File: src/rtl/demux2_buf_pkg.sv
// Shared constants for demux2_buf: channel select encodings and default datapath width.
// Optional bypass path is controlled by the DEMUX2_BUF_BYPASS_EN macro in chan_buf.
package demux2_buf_pkg;

  localparam logic SEL_CH0   = 1'b0;
  localparam logic SEL_CH1   = 1'b1;
  localparam int   NBITS_DEF = 4;

endpackage

File: src/rtl/demux2_buf_chan_buf.sv
// One-entry valid/ready pipeline register for a single demux output channel.
// With DEMUX2_BUF_BYPASS_EN defined, an enqueue into an empty, ready channel passes straight through.
module chan_buf
  import demux2_buf_pkg::*;
#(
  parameter int NBITS = NBITS_DEF
) (
  input  logic             clk,
  input  logic             rst,
  input  logic             enq,
  input  logic [NBITS-1:0] enq_data,
  input  logic             out_rdy,
  output logic             full,
  output logic             out_val,
  output logic [NBITS-1:0] out_data
);

  logic             full_q, full_d;
  logic [NBITS-1:0] data_q, data_d;
  logic             wr_en;
`ifdef DEMUX2_BUF_BYPASS_EN
  logic             bypass;
`endif

  // NOTE: every signal written here gets a default first, so no path leaves a latch behind.
  always_comb begin
    full_d = full_q;
    data_d = data_q;
`ifdef DEMUX2_BUF_BYPASS_EN
    bypass   = enq && !full_q && out_rdy;
    wr_en    = enq && !bypass;
    out_val  = full_q || bypass;
    out_data = bypass ? enq_data : data_q;
`else
    wr_en    = enq;
    out_val  = full_q;
    out_data = data_q;
`endif
    // An enqueue wins over a same-cycle dequeue: the entry stays full with the new payload.
    if (wr_en) begin
      full_d = 1'b1;
      data_d = enq_data;
    end else if (full_q && out_rdy) begin
      full_d = 1'b0;
    end
  end

  // NOTE: sequential state uses non-blocking assignments only, so every flop samples pre-edge values.
  // NOTE: the data register is cleared on reset too, keeping out_data deterministic from the first cycle.
  always_ff @(posedge clk) begin
    if (rst) begin
      full_q <= 1'b0;
      data_q <= '0;
    end else begin
      full_q <= full_d;
      data_q <= data_d;
    end
  end

  assign full = full_q;

endmodule

File: src/rtl/demux2_buf.sv
// 1:2 valid/ready demux with a one-entry buffer per output channel; in_rdy only looks at the selected channel.
// Define DEMUX2_BUF_BYPASS_EN for zero-latency pass-through into empty, ready channels.
module demux2_buf
  import demux2_buf_pkg::*;
#(
  parameter int NBITS = NBITS_DEF
) (
  input  logic             clk,
  input  logic             rst,
  input  logic             in_val,
  output logic             in_rdy,
  input  logic             in_sel,
  input  logic [NBITS-1:0] in_data,
  output logic             out0_val,
  input  logic             out0_rdy,
  output logic [NBITS-1:0] out0_data,
  output logic             out1_val,
  input  logic             out1_rdy,
  output logic [NBITS-1:0] out1_data
);

  logic full0, full1;
  logic enq0, enq1;
  logic sel_full, sel_rdy;

  always_comb begin
    sel_full = (in_sel == SEL_CH1) ? full1 : full0;
    sel_rdy  = (in_sel == SEL_CH1) ? out1_rdy : out0_rdy;
    // A full buffer that drains this cycle can take the next word.
    in_rdy   = !sel_full || sel_rdy;
    enq0     = in_val && in_rdy && (in_sel == SEL_CH0) && !rst;
    enq1     = in_val && in_rdy && (in_sel == SEL_CH1) && !rst;
  end

  chan_buf #(.NBITS(NBITS)) u_chan0 (
    .clk      (clk),
    .rst      (rst),
    .enq      (enq0),
    .enq_data (in_data),
    .out_rdy  (out0_rdy),
    .full     (full0),
    .out_val  (out0_val),
    .out_data (out0_data)
  );

  chan_buf #(.NBITS(NBITS)) u_chan1 (
    .clk      (clk),
    .rst      (rst),
    .enq      (enq1),
    .enq_data (in_data),
    .out_rdy  (out1_rdy),
    .full     (full1),
    .out_val  (out1_val),
    .out_data (out1_data)
  );

endmodule

File: config.mk
export PLATFORM = sky130hd
export DESIGN_NAME = demux2_buf
export DESIGN_NICKNAME = d
export VERILOG_FILES = /design/src/rtl/demux2_buf_pkg.sv /design/src/rtl/demux2_buf_chan_buf.sv /design/src/rtl/demux2_buf.sv
export SDC_FILE = /design/constraint.sdc
export NUM_CORES = 1
export LEC_CHECK = 0
export ABC_AREA = 1
export CORE_AREA = 3 3 40 42
export CTS_CLUSTER_DIAMETER = 30
export DETAILED_ROUTE_END_ITERATION = 10
export DIE_AREA = 0 0 43 45
export GPL_TIMING_DRIVEN = 0
export HOLD_SLACK_MARGIN = 0.08
export PLACE_DENSITY = 0.74
export SLEW_MARGIN = 20
export SYNTH_ARGS = -nofsm -noshare
export SYNTH_HDL_FRONTEND = slang
export SYNTH_SLANG_ARGS = --single-unit
File: constraint.sdc
create_clock -name clk -period 1.4 [get_ports clk]
set_input_delay 0.14 -clock clk [delete_from_list [all_inputs] [get_ports clk]]
set_output_delay 0.14 -clock clk [all_outputs]
set_load 0.02 [all_outputs]
==> results.ini <==
[layout]
layout-drive-gt1-share=0.0822
fillCellCount=132
final_area_sq_um=627
fin_nets=85
n_antenna_cell=0
multiInputGateArea_sq_um=171
post-route-util=0.488
syn_to_final_growth_pct=60.6
ff_latch_area_sq_um=200

[setup_path]
critPathRequiredTime_ns=1.26
endpoint_kind=output pin
cp_data_arrival_time_ns=1.20
path_delay_family=buffers and inverters
worst_setup_path_start_kind=flip-flop
slowest_delay_ns=0.61
critPathKind=flip-flop to output pin
rrSetupSlack_ns=0.38
timing.critical_path.cells=clkdlybuf4s50_1
cpMaxStageDelayCell=clkdlybuf4s50_1
cp_max_fo=3
cp_num_buf_inv=1

[place]
portBuffers=20
place_area_sq_um=609
gp_congestion=0.740
post-dp-hpwl_um=676

[yosys]
synth_most_common_cell=nand2_1
syn-cell-area_sq_um=390
syn_area_per_cell_sq_um=7.81
postSynthCellCount=50
ys_ff_latch=10
ys_warn_count=0
syn-num-nets=60
synth_edf_count=0
synth_seq_area_share=0.513
ys_types=10
synth-main-ff-cell=dfxtp_1
synth_largest_area_cell=dfxtp_1
synth_top_cell_area_share=0.513
async_flop_share=0
synthTopCellsByCount=17 x nand2_1, 10 x dfxtp_1, 8 x nand3_1, 5 x inv_1, 4 x nand4_1
yosys-top-cells-area=dfxtp_1 51%, nand2_1 16%, nand3_1 10%, nand4_1 6.4%, inv_1 4.8%

[floorplan]
boundaryPins=21
die_h_um=45
rows=13
fp.dieW_um=43
core_area_sq_um=1280
start_util=0.304
die_area_sq_um=1940

[hold_path]
hold_path.class=input pin to flip-flop

[global_routing]
grt_pass1_vias=372
grtUsageTotal=0.0987
antenna_found_initial=0
grt_max_degree=9
gr-total-overflow=0
grt_pass1_wl_um=1370

[sta]
clock.fmax_mhz=747
worst_pin_slew_ns=0.421
period_share=0.956
finalHoldViolCount=0
maxSlewHeadroom=0.718
period_needed_ns=1.34
skew_ns=0.00375
finalMaxSlewViolations=0
rsz0062_at_grt=false
final-setup-viol-count=0

[clock_network]
cts_max_level=1
cts-buffers-inserted=3
clockRootBuffer=clkbuf_4
cts_sinks=10
ctsHoldBuffers=0
clk_latency_ns=0.26
cts_tree=done
clk_pin_slew_ns=0.06
postCtsSetupBuffers=0
clockBufferDepth=2

[power_and_ir_drop]
finalPower_mw=0.609
p_leak_nw=0.281
peakVddDrop_uv=514
cellPowerDensity_nw_per_um2=971

[detailed_routing]
vias=418
ant_nets=0
drc=0
drtIter0Drc=11
vias_per_cell=4.75
routedWlPerCell_um=9.83
first_pass_iters=4
wl_um=865

[job]
cap_violations=0

[outcome]
outcome=finished, final reports clean

logic make-up (layout without fill, tap and decap cells):
group	Yosys count	in the layout	synth area share
buf+inv	5	28	0.0481
simple gates	32	32	0.394
flops	10	10	0.513
compound gates	3	3	0.0449
per-layer routing:
metal,routed length (um),GRT usage,vias up
met5,0,0,-
met3,107,0.0319,2
met1,421,0.125,183
met4,5,0.0904,0
li1,-,-,216
met2,330,0.132,17
final timing paths:
check,from,to,cells after the start
setup / recovery,u_chan1.full,out1_val,1
hold / removal,in_data[3],u_chan0.out_data[3],3
setup reg to reg,u_chan1.full,u_chan1.out_data[0],4
hold reg to reg,u_chan0.out_data[1],u_chan0.out_data[1],2
layout make-up:
type	instances	share of cell area
Clock buffer	3	0.0359
Inverter	5	0.0299
Multi-Input combinational cell	35	0.273
Sequential cell	10	0.319
Tap cell	15	0.0299
Timing Repair Buffer	20	0.311
worst reg2reg max path, delay by kind of cell, from the launching register on:
family	cells	cell delay [ns]
AO/OA/AOI/OAI	1	0.36
AND/OR/NAND/NOR	2	0.22
buffers and inverters	1	0.05
flip-flops	1	0.34
report_power, final:
group | switching, mW | leakage (nW) | internal, mW
Combinational | 0.0588 | 0.186 | 0.0571
Sequential | 0.00681 | 0.0818 | 0.299
Clock | 0.0887 | 0.0138 | 0.0988
Total | 0.154 | 0.281 | 0.454
cells in the final DEF (no fill, tap or decap):
master           instances
a21oi_1                  2
clkbuf_2                 1
clkbuf_4                 3
clkdlybuf4s50_1         19
dfxtp_1                 10
inv_1                    5
nand2_1                 17
nand3_1                  8
nand3_2                  1
nand4_1                  4
nor2_1                   1
nor2_4                   1
o211ai_1                 1
stage by stage:
| step | worst slack, ns | TNS (ns) | hold WS (ns) | std cells |
|---|---|---|---|---|
| floorplan | 0.331 | 0 | 0.209 | 50 |
| global placement | -0.293 | -0.293 | 0.462 | 85 |
| detailed placement | -0.290 | -0.290 | 0.463 | 85 |
| CTS | 0.00461 | 0 | 0.457 | 88 |
| global route | 0.0135 | 0 | 0.480 | 88 |
| finish | 0.0610 | 0 | 0.461 | 88 |
state kept, by name, summed over array words and instances (netlist names):
register          cells
u_chan1.out_data      4
u_chan1.full          1
u_chan0.full          1
u_chan0.out_data      4
what timing repair did:
| item | 4_1_cts | 5_1_grt |
|---|---|---|
| resized for setup | 2 | 1 |
| cloned | 0 | 0 |
| pin swaps | 0 | 0 |
| endpoints found under the setup margin | 1 | 1 |
Note: power is estimated with default switching activity, not from simulation.
